[src/rtl/uart_tx_mmio_pkg.sv]
// uart_tx_mmio_pkg: register offsets, status bit positions, FSM states and status word packing
package uart_tx_mmio_pkg;
  typedef enum logic [1:0] {IDLE = 2'd0, START = 2'd1, DATA = 2'd2, STOP = 2'd3} tx_state_t;
  localparam logic [31:0] DATA_OFS = 32'd0;
  localparam logic [31:0] STAT_OFS = 32'd4;
  localparam int ST_BUSY = 0;
  localparam int ST_FULL = 1;
  localparam int ST_EMPTY = 2;
  localparam int ST_OVF = 3;
  function automatic logic [31:0] status_word(input logic ovf, input logic empty, input logic full, input logic busy);
    logic [31:0] s;
    s = '0;
    s[ST_OVF] = ovf;
    s[ST_EMPTY] = empty;
    s[ST_FULL] = full;
    s[ST_BUSY] = busy;
    return s;
  endfunction
endpackage

[src/rtl/uart_tx_fifo.sv]
// uart_tx_fifo: synchronous byte FIFO with wrapping pointers and occupancy count
module uart_tx_fifo #(
  parameter int FIFO_AW = 3
) (
  input  logic             clock,
  input  logic             reset,
  input  logic             push,
  input  logic             pop,
  input  logic [7:0]       din,
  output logic [7:0]       dout,
  output logic             full,
  output logic             empty,
  output logic [FIFO_AW:0] count
);
  localparam int CW = FIFO_AW + 1;
  logic [7:0] mem [2**FIFO_AW];
  logic [FIFO_AW-1:0] wr_ptr, rd_ptr;
  always_ff @(posedge clock) begin
    if (push) mem[wr_ptr] <= din;
  end
  always_ff @(posedge clock) begin
    if (!reset) begin
      wr_ptr <= '0;
      rd_ptr <= '0;
      count <= '0;
    end else begin
      wr_ptr <= push ? wr_ptr + FIFO_AW'(1) : wr_ptr;
      rd_ptr <= pop ? rd_ptr + FIFO_AW'(1) : rd_ptr;
      count <= count + CW'(push) - CW'(pop);
    end
  end
  assign dout = mem[rd_ptr];
  assign full = count == CW'(2**FIFO_AW);
  assign empty = count == '0;
endmodule

[src/rtl/uart_tx_mmio.sv]
// uart_tx_mmio: memory-mapped 8N1 UART transmitter with store FIFO and pollable status word
module uart_tx_mmio
  import uart_tx_mmio_pkg::*;
#(
  parameter logic [31:0] BASE_ADDR    = 32'hf0000010,
  parameter int          CLKS_PER_BIT = 16,
  parameter int          FIFO_AW      = 3
) (
  input  logic        clock,
  input  logic        reset,
  input  logic [31:0] address,
  input  logic [2:0]  func3,
  input  logic        write,
  input  logic [31:0] dataCOut,
  output logic [31:0] dataCIn,
  output logic        txd,
  output logic        busy
);
  localparam int BW = (CLKS_PER_BIT > 2) ? $clog2(CLKS_PER_BIT) : 1;
  localparam int CW = FIFO_AW + 1;
  localparam logic [BW-1:0] BAUD_MAX = BW'(CLKS_PER_BIT - 1);
  tx_state_t state, state_n;
  logic [BW-1:0] baud, baud_n;
  logic [2:0] idx, idx_n;
  logic [7:0] sh, sh_n, dout;
  logic [CW-1:0] count, count_n;
  logic is_data, is_stat, tick, pop, push, full, empty, ovf, ovf_n, txd_n, busy_n;
  logic unused_bits;
  assign unused_bits = ^{func3, dataCOut[31:8]};
  assign is_data = address == BASE_ADDR + DATA_OFS;
  assign is_stat = address == BASE_ADDR + STAT_OFS;
  uart_tx_fifo #(.FIFO_AW(FIFO_AW)) u_fifo (
    .clock (clock),
    .reset (reset),
    .push  (push),
    .pop   (pop),
    .din   (dataCOut[7:0]),
    .dout  (dout),
    .full  (full),
    .empty (empty),
    .count (count)
  );
  always_comb begin
    tick = baud == '0;
    pop = !empty && (state == IDLE || (state == STOP && tick));
    push = write && is_data && (!full || pop);
    state_n = state;
    case (state)
      IDLE:    state_n = pop ? START : IDLE;
      START:   state_n = tick ? DATA : START;
      DATA:    state_n = (tick && idx == 3'd7) ? STOP : DATA;
      STOP:    state_n = !tick ? STOP : pop ? START : IDLE;
      default: state_n = IDLE;
    endcase
    baud_n = (state == IDLE || tick) ? BAUD_MAX : baud - BW'(1);
    idx_n = (state == START) ? 3'd0 : (state == DATA && tick) ? idx + 3'd1 : idx;
    sh_n = pop ? dout : (state == DATA && tick) ? sh >> 1 : sh;
    txd_n = (state_n == START) ? 1'b0 : (state_n == DATA) ? sh_n[0] : 1'b1;
    count_n = count + CW'(push) - CW'(pop);
    busy_n = state_n != IDLE || count_n != '0;
    ovf_n = (write && is_data && full && !pop) ? 1'b1 : (write && is_stat) ? 1'b0 : ovf;
  end
  always_ff @(posedge clock) begin
    if (!reset) begin
      state <= IDLE;
      baud <= '0;
      idx <= '0;
      sh <= '0;
      txd <= 1'b1;
      busy <= 1'b0;
      ovf <= 1'b0;
      dataCIn <= '0;
    end else begin
      state <= state_n;
      baud <= baud_n;
      idx <= idx_n;
      sh <= sh_n;
      txd <= txd_n;
      busy <= busy_n;
      ovf <= ovf_n;
      dataCIn <= is_stat ? status_word(ovf, empty, full, busy) : '0;
    end
  end
endmodule

[config.mk]
export PLATFORM = sky130hd
export DESIGN_NAME = uart_tx_mmio
export DESIGN_NICKNAME = d
export VERILOG_FILES = /design/src/rtl/uart_tx_mmio_pkg.sv /design/src/rtl/uart_tx_fifo.sv /design/src/rtl/uart_tx_mmio.sv
export SDC_FILE = /design/constraint.sdc
export NUM_CORES = 1
export LEC_CHECK = 0
export CAP_MARGIN = 0
export CORE_MARGIN = 3
export CORE_UTILIZATION = 54
export DETAILED_ROUTE_END_ITERATION = 8
export MAX_ROUTING_LAYER = met4
export PLACE_DENSITY_LB_ADDON = 0.3
export SYNTH_ARGS = -nofsm -noshare
export SYNTH_HDL_FRONTEND = slang
export SYNTH_SLANG_ARGS = --single-unit
export TNS_END_PERCENT = 1
[constraint.sdc]
create_clock -name clock -period 4.5 [get_ports clock]
set_clock_uncertainty 0.1 [all_clocks]
set_input_delay 0.45 -clock clock [delete_from_list [all_inputs] [get_ports clock]]
set_output_delay 0.45 -clock clock [all_outputs]
set_load 0.02 [all_outputs]
======== Yosys cells after proc, flatten, opt, wreduce, memory -nomap -nowiden ========
Memories as Yosys holds them, arrays and structs flattened. A register that Yosys moved wholly into a read port is not among the register bits.
Index checks and enable logic that the tools add are counted.
storage, ports and cells
  input port bits ......................... 70
  memories kept ........................... 1
  register bits ........................... 62
  word-level logic and storage cells ...... 71
  RAM bits ................................ 64
  output and inout port bits .............. 34
operators by class
  $add $sub $neg .......................... 6
  bitwise logic cells ..................... 1
  mux-type cells .......................... 16
  equality and inequality tests ........... 9
  reductions and logical operators ........ 25
memory list
  memory      words  width  rd ports  clocked after memory_dff  wr ports  line                RTL
  u_fifo.mem  8      8      1         1                         1         uart_tx_fifo.sv:16  logic [7:0] mem [2**FIFO_AW];
operators by type and width
  cell                  count
  $eq 32x32->1 const B  2
  $mux 8                2
  $add 3x1->3 const B   3
  $logic_and 1x1->1     9
  $logic_not 4->1       2
  $mux 1                8
  $pmux 2 s4            1
  $eq 2x2->1 const B    3
  $mux 3                2
  $reduce_bool 2->1     3
  $add 4x1->4           1
  $eq 2x1->1 const B    2
  $eq 4x4->1 const B    1
  $logic_or 1x1->1      4
  $mux 2                2
  $mux 4                1
  $reduce_bool 4->1     1
  $sub 4x1->4           1
  $sub 4x1->4 const B   1
  $eq 3x3->1 const B    1
  $logic_not 1->1       3
  $logic_not 2->1       1
  $reduce_and 2->1      1
  $reduce_or 2->1       1
  $not 1->1             1

======== Longest topological paths before layout ========
Gate-level depths: netlist of the first run.
  depth after elaboration ................. 10
  depth in mapped cells ................... 14
  depth with buffers taken out ............ 14

======== Cells and area by module ========
From an unflattened synthesis of the first run, not the netlist that was laid out.
unflattened totals
  cell total of the unflattened synthesis .. 334
  area total of the unflattened synthesis .. 4638.2 um^2
by module, submodules not included
  module        seq. area each (um^2)  instances  cells an instance  area an instance (um^2)
  uart_tx_fifo  2182.1                 1          162                3123.0
  uart_tx_mmio  480.5                  1          172                1515.2

======== Least setup slack after synthesis of the first run ========
OpenSTA, ideal clock, no wires.
  kind .................................... in2reg
  start ................................... in address[13]
  end ..................................... mem u_fifo.mem[1][0] (enable)
  library setup time ...................... 0.398 ns
  stages .................................. 5
  buffers on the path ..................... 0
  data arrival time ....................... 2.413 ns
  setup slack ............................. 1.589 ns
  data required time ...................... 4.002 ns
  cells stage by stage .................... nor4_1 nand4_1 nor3_2 nand3_4 nor4b_1
between the ends
  cells in the longest elaborated chain, start to end .. 5
ends and longest elaborated chain
  item                            line                RTL
  from (decl)                     uart_tx_mmio.sv:11  input logic [31:0] address,
  $eq 32x32->1                    uart_tx_mmio.sv:30  assign is_data = address == BASE_ADDR + DATA_OFS;
  $logic_and 1x1->1 (2 in a row)  uart_tx_mmio.sv:46  push = write && is_data && (!full || pop);
  $mux 1                          uart_tx_fifo.sv:19  if (push) mem[wr_ptr] <= din;
  $mux 1 (implied by the code)    uart_tx_fifo.sv:19
  to (decl)                       uart_tx_fifo.sv:16
Every way passes these cells.

======== Worst setup path after layout of the first run ========
  start ................................... reg baud[0]
  end ..................................... reg busy
between the ends
  cells in the longest elaborated chain, start to end .. 10
  elaborated cells on any way between the ends .. 17
  those cells by class .................... add/sub: 2; mux: 5; reduce/logical: 10
ends and longest elaborated chain
  item                    line                RTL
  from (decl)             uart_tx_mmio.sv:23  logic [BW-1:0] baud, baud_n;
  from (signal assigned)  uart_tx_mmio.sv:75  baud <= baud_n;
  $logic_not 4->1 (*)     uart_tx_mmio.sv:44  tick = baud == '0;
  $logic_and 1x1->1       uart_tx_mmio.sv:45  pop = !empty && (state == IDLE || (state == STOP && tick));
  $logic_or 1x1->1        uart_tx_mmio.sv:45
  $logic_and 1x1->1       uart_tx_mmio.sv:45
  $logic_or 1x1->1        uart_tx_mmio.sv:46
  $logic_and 1x1->1       uart_tx_mmio.sv:46
  $add 4x1->4             uart_tx_mmio.sv:59  count_n = count + CW'(push) - CW'(pop);
  $sub 4x1->4             uart_tx_mmio.sv:59
  $reduce_bool 4->1       uart_tx_mmio.sv:60  busy_n = state_n != IDLE || count_n != '0;
  $logic_or 1x1->1 (*)    uart_tx_mmio.sv:60
  to (signal assigned)    uart_tx_mmio.sv:79  busy <= busy_n;
  to (decl)               uart_tx_mmio.sv:17  output logic busy
Every way passes the cells marked *; elsewhere a longest branch is shown, timed or not.
A chain may end at the register's enable or synchronous reset.

==> flow_metrics.env, run 1 <==
export IMPL_synth_top_cell_area_share_pct=41.9
export IMPL_critical_path_top_delay_family="adder cells"
export IMPL_post_route_min_period_ns=3.63
export IMPL_setup_violations=0
export IMPL_core_area_um2=7970
export IMPL_avgSynthCellArea_um2=13.4
export IMPL_antenna_cells=0
export IMPL_finalHoldViolCount=0
export IMPL_power_density_nw_per_um2=471
export IMPL_fillers=562
export IMPL_vias=2770
export IMPL_antenna_found_initial=0
export IMPL_clk_pin_slew_ns=0.10
export IMPL_wire_per_inst_um=16.9
export IMPL_worstSetupPathType="reg2reg"
export IMPL_worstSetupStartpoint="baud[0]$_SDFF_PN0_"
export IMPL_dr_pass1_iters=4
export IMPL_grt_pass1_wl_mm=13.8
export IMPL_synth_top_area_cell="edfxtp_1"
export IMPL_tightestPinTransition_ns=0.889
export IMPL_yosysMostFrequentCell="edfxtp_1"
export IMPL_drv_slew=0
export IMPL_syn_instance_count=342
export IMPL_drc=0
export IMPL_fin_setup_tns_ns=0
export IMPL_ys_flop_type="edfxtp_1"
export IMPL_numCtsBuffers=9
export IMPL_ys_ff_latch=101
export IMPL_synthArstFlopShare_pct=0
export IMPL_finalCritPeriodShare_pct=80.6
export IMPL_cp_end_kind="flip-flop"
export IMPL_crit_arrival_ns=3.74
export IMPL_clk_latency_ns=0.37
export IMPL_cts_resized=0
export IMPL_crit_slowest_cell="nand2_1"
export IMPL_die_w_um=98.2
export IMPL_rsz0062_at_grt="false"
export IMPL_status="complete, no violations"
export IMPL_ir_worst_vdd_uv=281
export IMPL_dp_hpwl_mm=5.94
export IMPL_antenna_left=0
export IMPL_grt_pass1_vias=2697
export IMPL_port_buffer_count=48
export IMPL_wirelength_mm=8.48
export IMPL_crit_buf_inv=4
export IMPL_synth_edf_count=64
export IMPL_yosysWarnings=0
export IMPL_routabilityCongestion=0.791
export IMPL_areaGrowthSynthToFinish_pct=15.9
export IMPL_synth_area_leaders="edfxtp_1, dfxtp_1, mux4_2"
export IMPL_fin_nets=478
export IMPL_yosysSeqAreaShare_pct=58.0
export IMPL_worstSetupStartpointType="flip-flop"
export IMPL_cp_required_ns=4.62
export IMPL_synth_common_cells="edfxtp_1, dfxtp_1, buf_4, nor2_1, inv_1"
export IMPL_viasPerCell=5.51
export IMPL_overflow=0
export IMPL_drv_cap=0
export IMPL_start_util_pct=57.6
export IMPL_dpl_cell_area_um2=5100
export IMPL_fmax_mhz=276
export IMPL_die_y_um=98.2
export IMPL_timing_rr_start="baud[0]$_SDFF_PN0_"
export IMPL_cpPeakStageDelay_ns=0.41
export IMPL_grt_use_total_pct=18.9
export IMPL_io_pins=104
export IMPL_grt_start_max_net_pins=30
export IMPL_rows=32
export IMPL_path_common_cell="inv_1"
export IMPL_path_cells="inv_1 > ha_1 > and4bb_2 > a21o_1 > nand2_1 > inv_1 > ha_1 > inv_1 > ha_1 > inv_1 > fa_1 > xnor2_1 > nor4b_1 > a31oi_1"
export IMPL_h_tree_depth=3
export IMPL_drive_gt1_share_pct=13.5
export IMPL_design_area_um2=5320
export IMPL_post_route_util_pct=66.8
export IMPL_slew_limit_headroom_pct=40.7
export IMPL_crit_fanout=15
export IMPL_worstHoldStart="baud[0]$_SDFF_PN0_"
export IMPL_drt_initial_drc_count=111
export IMPL_syn_area_um2=4590
export IMPL_clockRootBuffer="clkbuf_8"
export IMPL_max_clock_path_buffers=2
export IMPL_cts_tree="done"
export IMPL_post_cts_buffers=0
export IMPL_cts_sinks=101
export IMPL_synth_cell_types=57
export IMPL_dieArea_um2=9640
export IMPL_min_path_type="reg2reg"
export IMPL_cts_hold_buffers_added=0
export IMPL_p_leak_nw=1.86
## area by class of cell
cell class | count | area (µm²) | area share (%)
Multi-Input combinational cell | 209 | 1690 | 31.8
Sequential cell | 101 | 2660 | 50.0
Clock inverter | 7 | 93.8 | 1.76
Clock buffer | 9 | 124 | 2.33
Tap cell | 102 | 128 | 2.40
Inverter | 17 | 63.8 | 1.20
Timing Repair Buffer | 58 | 556 | 10.4
## placed cells by master (no fill, tap or decap), drive strengths merged, types with 2 or more instances in the layout
master         Yosys  routed
inv               17      21
edfxtp            64      64
conb               1      28
buf               35      10
nor4b              9       9
mux4              16      16
a311oi             7       7
a21o               2       2
nor2              19      19
o21a               2       2
xnor2              5       5
clkdlybuf4s50      0      48
and2               7       7
nor3b              2       2
nand2             13      13
a221oi             2       2
nor3               7       7
and3               2       2
dfxtp             37      37
nand4              3       3
a21boi             2       2
nand3              4       4
a21oi             15      15
a211oi             7       7
nor2b              9       9
ha                11      11
clkbuf             7       9
o21ai              9       9
nor4               7       7
xor2               3       3
## kinds of logic after synthesis
group                    after synthesis  synth area share [%]
other                                  1                0.0817
multiplexers                          18                  8.56
AND/OR/NAND/NOR                       91                  12.6
flip-flops                           101                  58.0
XOR/XNOR                               8                  1.53
adder cells (fa/ha/maj)               12                  3.44
buffers and inverters                 59                  7.44
AO/OA/AOI/OAI                         52                  8.34
## metrics by stage
step / hold slack [ns] / setup WS (ns) / std cells / power (mW)
floorplan: 0.331 / 1.59 / 369 / 1.76
global placement: 0.343 / 0.912 / 487 / 1.91
detailed placement: 0.352 / 0.820 / 487 / 1.93
CTS: 0.371 / 0.834 / 503 / 2.54
global route: 0.401 / 0.523 / 503 / 2.66
finish: 0.374 / 0.872 / 503 / 2.51
## registers in the layout (all words and copies together) (netlist names), named ones only
signal / count
dataCIn: 4
txd: 1
u_fifo.wr_ptr: 3
u_fifo.count: 4
u_fifo.mem: 64
ovf: 1
sh: 8
idx: 3
busy: 1
baud: 4
state: 2
u_fifo.rd_ptr: 3
## routing by layer
metal	routed length (µm)	GRT usage, %
met5	0	-
met4	57	4.10
met3	427	3.86
met2	4380	31.5
met1	3620	24.1
## path summary, 6_finish.rpt
kind | end | slack, ns | cells past startpoint
worst min register to register | baud[0]$_SDFF_PN0_ | 0.37 | 1
worst max-delay path | busy$_SDFF_PN0_ | 0.87 | 14
worst min-delay path | baud[0]$_SDFF_PN0_ | 0.37 | 1
worst max register to register | busy$_SDFF_PN0_ | 0.87 | 14
## power by group
group | switching [mW] | leakage, nW | internal (mW)
clock network | 0.333 | 0.107 | 0.273
logic | 0.406 | 0.874 | 0.361
registers | 0.0716 | 0.879 | 1.06
No activity file was read; power rests on OpenSTA's default activity.
==> run 2: changes to the inputs <==
CORE_UTILIZATION = 50   (was 54)
clock period = 3.5 ns   (was 4.5 ns; I/O delays follow)
==> flow_metrics.env, run 2 (synthesis gave the netlist of run 1 again) <==
export IMPL_worstSetupStartpointType="flip-flop"
export IMPL_path_common_cell="inv_1"
export IMPL_reg2reg_depth=14
export IMPL_antenna_cells=0
export IMPL_drive_gt1_share_pct=15.6
export IMPL_crit_buf_inv=4
export IMPL_holdPathEnd="baud[0]$_SDFF_PN0_"
export IMPL_wire_per_inst_um=16.8
export IMPL_reg_largest_list="u_fifo.mem (64), sh (8)"
export IMPL_post_cts_buffers=0
export IMPL_clk_latency_ns=0.37
export IMPL_drv_cap=0
export IMPL_overflow=0
export IMPL_vias=2824
export IMPL_p_switching_mw=1.06
export IMPL_total_power_mw=3.28
export IMPL_worstHoldStart="baud[0]$_SDFF_PN0_"
export IMPL_drt_initial_drc_count=176
export IMPL_antenna_found_initial=0
export IMPL_die_y_um=102
export IMPL_grt_pass1_wl_mm=14.2
export IMPL_dieArea_um2=10400
export IMPL_timing_rr_start="baud[0]$_SDFF_PN0_"
export IMPL_path_cells="inv_1 > ha_1 > and4bb_2 > a21o_1 > nand2_1 > inv_1 > ha_1 > inv_1 > ha_1 > inv_1 > fa_1 > xnor2_1 > nor4b_1 > a31oi_1"
export IMPL_largest_reg_flops=64
export IMPL_top_register="u_fifo.mem"
export IMPL_min_path_type="reg2reg"
export IMPL_cts_sinks=101
export IMPL_port_buffer_count=48
export IMPL_power_density_nw_per_um2=607
export IMPL_dpl_cell_area_um2=5180
export IMPL_numCtsBuffers=9
export IMPL_rows=34
export IMPL_core_area_um2=8810
export IMPL_die_w_um=102
export IMPL_cts_tree="done"
export IMPL_combPwrFrac_pct=31.6
export IMPL_instances_no_fill=518
export IMPL_grt_start_max_net_pins=29
export IMPL_cts_hold_buffers_added=0
export IMPL_holdPathStages=1
export IMPL_io_pins=104
export IMPL_ir_worst_vdd_uv=453
export IMPL_status="complete, no violations"
export IMPL_r2r_end="busy$_SDFF_PN0_"
export IMPL_dr_pass1_iters=4
export IMPL_cts_resized=0
export IMPL_routabilityCongestion=0.774
export IMPL_crit_arrival_ns=3.20
export IMPL_areaGrowthSynthToFinish_pct=17.6
export IMPL_seq_area_um2=2660
export IMPL_cpPeakStageDelay_ns=0.37
export IMPL_crit_fanout=5
export IMPL_seqPwrFrac_pct=44.4
export IMPL_dp_cells=502
export IMPL_viasPerCell=5.45
export IMPL_fmax_mhz=328
export IMPL_clockRootBuffer="clkbuf_8"
export IMPL_antenna_left=0
export IMPL_clk_pin_slew_ns=0.11
export IMPL_drc=0
export IMPL_final_common_cell="edfxtp_1"
export IMPL_fin_nets=487
export IMPL_switching_share_pct=32.2
export IMPL_design_area_um2=5400
export IMPL_grt_pass1_vias=2808
export IMPL_cp_required_ns=3.64
export IMPL_clkPwrFrac_pct=24.0
export IMPL_final_cell_mix="edfxtp_1, clkdlybuf4s50_1, dfxtp_1"
export IMPL_drv_slew=0
export IMPL_crit_slowest_cell="fa_1"
export IMPL_grt_use_total_pct=18.6
export IMPL_fin_setup_tns_ns=0
export IMPL_wirelength_mm=8.70
export IMPL_fillers=680
export IMPL_cp_end_kind="flip-flop"
export IMPL_tightestPinTransition_ns=0.679
export IMPL_finalHoldViolCount=0
export IMPL_start_util_pct=52.1
export IMPL_slew_limit_headroom_pct=54.7
export IMPL_internal_power_mw=2.22
export IMPL_critical_path_top_delay_family="adder cells"
export IMPL_max_clock_path_buffers=2
export IMPL_reg2reg_slack_ns=0.45
export IMPL_p_leak_nw=1.91
export IMPL_worstSetupPathType="reg2reg"
export IMPL_finalCritPeriodShare_pct=87.2
export IMPL_rsz0062_at_grt="false"
export IMPL_post_route_min_period_ns=3.05
export IMPL_h_tree_depth=3
export IMPL_dp_hpwl_mm=6.23
export IMPL_multiInputGateArea_um2=1700
export IMPL_setup_violations=0
run 2: cell types whose count changed in the layout (fill, tap and decap cells not counted), sizes merged:
cell and delta:
clkinvlp -1, buf +9, clkinv -1, inv +2
run 2: area by class of cell:
type                            instances  share of cell area [%]
Sequential cell                       101                    49.3
Multi-Input combinational cell        209                    31.5
Timing Repair Buffer                   67                    11.5
Tap cell                              108                    2.50
Clock buffer                            9                    2.29
Clock inverter                          7                    1.67
Inverter                               17                    1.18
run 2: worst max-delay path by stage:
| stage | start | to | slack [ns] | cells past startpoint |
|---|---|---|---|---|
| floorplan | baud[0]$_SDFF_PN0_ | busy$_SDFF_PN0_ | 0.62 | 14 |
| global route | baud[0]$_SDFF_PN0_ | busy$_SDFF_PN0_ | 0.22 | 14 |
| global placement | address[18] | busy$_SDFF_PN0_ | 0.34 | 12 |
| CTS | baud[0]$_SDFF_PN0_ | busy$_SDFF_PN0_ | 0.42 | 14 |
| finish | baud[0]$_SDFF_PN0_ | busy$_SDFF_PN0_ | 0.45 | 14 |
| detailed placement | address[18] | busy$_SDFF_PN0_ | 0.28 | 12 |
run 2: power by group through the flow:
stage	Clock, mW	Sequential [mW]	Combinational (mW)
global route	0.864	1.47	1.14
finish	0.785	1.46	1.04
CTS	0.816	1.46	1.04
global placement	0	1.48	1.02
detailed placement	0	1.49	1.03
floorplan	0	1.44	0.824
run 2: stage by stage:
step	setup WS [ns]	util (%)	hold slack, ns
after floorplan	0.618	-	0.331
after global placement	0.344	58.9	0.350
after detailed placement	0.283	58.9	0.359
after CTS	0.424	61.3	0.379
after global routing	0.216	61.3	0.398
final	0.448	61.3	0.376
run 2: per-layer routing:
| metal | global-route usage (%) | wire [µm] | up-vias |
|---|---|---|---|
| li1 | - | - | 1360 |
| met1 | 23.2 | 3700 | 1388 |
| met2 | 30.3 | 4500 | 66 |
| met3 | 4.48 | 375 | 10 |
| met4 | 5.32 | 125 | 0 |
| met5 | - | 0 | - |
run 2: worst reg2reg max path, stage by stage (launching register included):
cell and delay (ns):
dfxtp_1 0.36, inv_1 0.05, ha_1 0.25, and4bb_2 0.29, a21o_1 0.21, nand2_1 0.08
inv_1 0.10, ha_1 0.28, inv_1 0.05, ha_1 0.16, inv_1 0.06, fa_1 0.37
xnor2_1 0.15, nor4b_1 0.30, a31oi_1 0.13
==> run 3: changes to the inputs <==
CORE_MARGIN = unset   (was 3)
RECOVER_POWER = 50   (was unset)
==> flow_metrics.env, run 3 (synthesis gave the netlist of run 1 again) <==
export IMPL_areaGrowthSynthToFinish_pct=17.6
export IMPL_drive_gt1_share_pct=15.1
export IMPL_die_y_um=97.8
export IMPL_crit_fanout=9
export IMPL_worstSetupPathType="in2reg"
export IMPL_max_clock_path_buffers=2
export IMPL_clk_pin_slew_ns=0.11
export IMPL_reg_largest_list="u_fifo.mem (64), sh (8)"
export IMPL_clkPwrFrac_pct=24.2
export IMPL_dieArea_um2=9570
export IMPL_post_route_min_period_ns=3.11
export IMPL_routabilityCongestion=0.740
export IMPL_largest_reg_flops=64
export IMPL_cts_hold_buffers_added=0
export IMPL_design_area_um2=5400
export IMPL_drt_initial_drc_count=142
export IMPL_post_cts_buffers=0
export IMPL_top_register="u_fifo.mem"
export IMPL_grt_pass1_wl_mm=14.6
export IMPL_core_area_um2=8810
export IMPL_drv_slew=0
export IMPL_final_common_cell="edfxtp_1"
export IMPL_h_tree_depth=3
export IMPL_antenna_left=0
export IMPL_dp_hpwl_mm=6.21
export IMPL_die_w_um=97.8
export IMPL_power_density_nw_per_um2=609
export IMPL_tightestPinTransition_ns=1.28
export IMPL_fin_nets=487
export IMPL_cts_resized=0
export IMPL_p_leak_nw=1.92
export IMPL_min_path_type="reg2reg"
export IMPL_grt_start_max_net_pins=29
export IMPL_grt_use_total_pct=20.7
export IMPL_finalHoldViolCount=0
export IMPL_whs_ns=0.372
export IMPL_seqPwrFrac_pct=44.2
export IMPL_fin_setup_tns_ns=0
export IMPL_cp_end_kind="flip-flop"
export IMPL_drc=8
export IMPL_violations="design-rule violations"
export IMPL_clk_latency_ns=0.36
export IMPL_worstSetupStartpointType="primary input"
export IMPL_combPwrFrac_pct=31.6
export IMPL_rsz0062_at_grt="false"
export IMPL_port_buffer_count=48
export IMPL_io_pins=104
export IMPL_finalCritPeriodShare_pct=88.7
export IMPL_cp_required_ns=3.60
export IMPL_clockRootBuffer="clkbuf_8"
export IMPL_rows=34
export IMPL_setup_violations=0
export IMPL_start_util_pct=52.1
export IMPL_final_cell_mix="edfxtp_1, dfxtp_1, clkdlybuf4s50_1"
export IMPL_slew_limit_headroom_pct=14.5
export IMPL_wirelength_mm=8.94
export IMPL_vias=2830
export IMPL_antenna_cells=0
export IMPL_fmax_mhz=322
export IMPL_cts_sinks=101
export IMPL_ir_worst_vdd_uv=355
export IMPL_overflow=0
export IMPL_post_route_util_pct=61.3
export IMPL_crit_arrival_ns=3.20
export IMPL_wire_per_inst_um=17.3
export IMPL_dr_pass1_iters=7
export IMPL_viasPerCell=5.46
export IMPL_dpl_cell_area_um2=5180
export IMPL_p_switching_mw=1.07
export IMPL_antenna_found_initial=0
export IMPL_internal_power_mw=2.21
export IMPL_drv_cap=0
export IMPL_status="finished with violations"
export IMPL_cts_tree="done"
export IMPL_switching_share_pct=32.6
export IMPL_total_power_mw=3.28
export IMPL_numCtsBuffers=9
export IMPL_grt_pass1_vias=2871
run 3: metrics by stage:
| stage | setup WS [ns] | cells |
|---|---|---|
| finish | 0.394 | 518 |
| global route | 0.110 | 518 |
| CTS | 0.420 | 518 |
| detailed placement | 0.163 | 502 |
| global placement | 0.237 | 502 |
| floorplan | 0.618 | 369 |
run 3: final timing paths:
kind	start	endpoint	slack, ns	depth (start not counted)
setup / recovery	address[18]	busy$_SDFF_PN0_	0.39	12
hold reg to reg	baud[0]$_SDFF_PN0_	baud[0]$_SDFF_PN0_	0.37	1
setup reg to reg	baud[0]$_SDFF_PN0_	busy$_SDFF_PN0_	0.40	14
hold / removal	baud[0]$_SDFF_PN0_	baud[0]$_SDFF_PN0_	0.37	1
run 3: power groups by stage:
stage	logic (mW)	clock network [mW]	registers (mW)
detailed placement	1.04	0	1.48
global route	1.14	0.859	1.47
global placement	1.01	0	1.48
finish	1.04	0.795	1.45
floorplan	0.824	0	1.44
CTS	1.05	0.815	1.46
run 3: metal layers:
metal	vias to the layer above	share of wire, %	GRT usage (%)
li1	1356	-	-
met1	1384	43	25.0
met2	77	52	34.9
met3	13	3.5	3.15
met4	0	1.8	8.39
met5	-	0	-
run 3: critical path, stage by stage:
cell           delay [ns]
dlygate4sd3_1        0.54
nor4b_1              0.33
nand4_1              0.25
nor3_2               0.28
nand3_4              0.19
inv_1                0.10
ha_1                 0.17
inv_1                0.06
fa_1                 0.37
xnor2_1              0.14
nor4b_1              0.30
a31oi_1              0.12
run 3: final cells by class:
cell class / instances / area [µm²]
well taps: 108 / 135
multi-input cells: 209 / 1690
flip-flops and latches: 101 / 2660
fillers: 684 / 3410
inverters: 17 / 63.8
clock buffers: 9 / 124
clock inverters: 7 / 100
repair buffers: 67 / 619
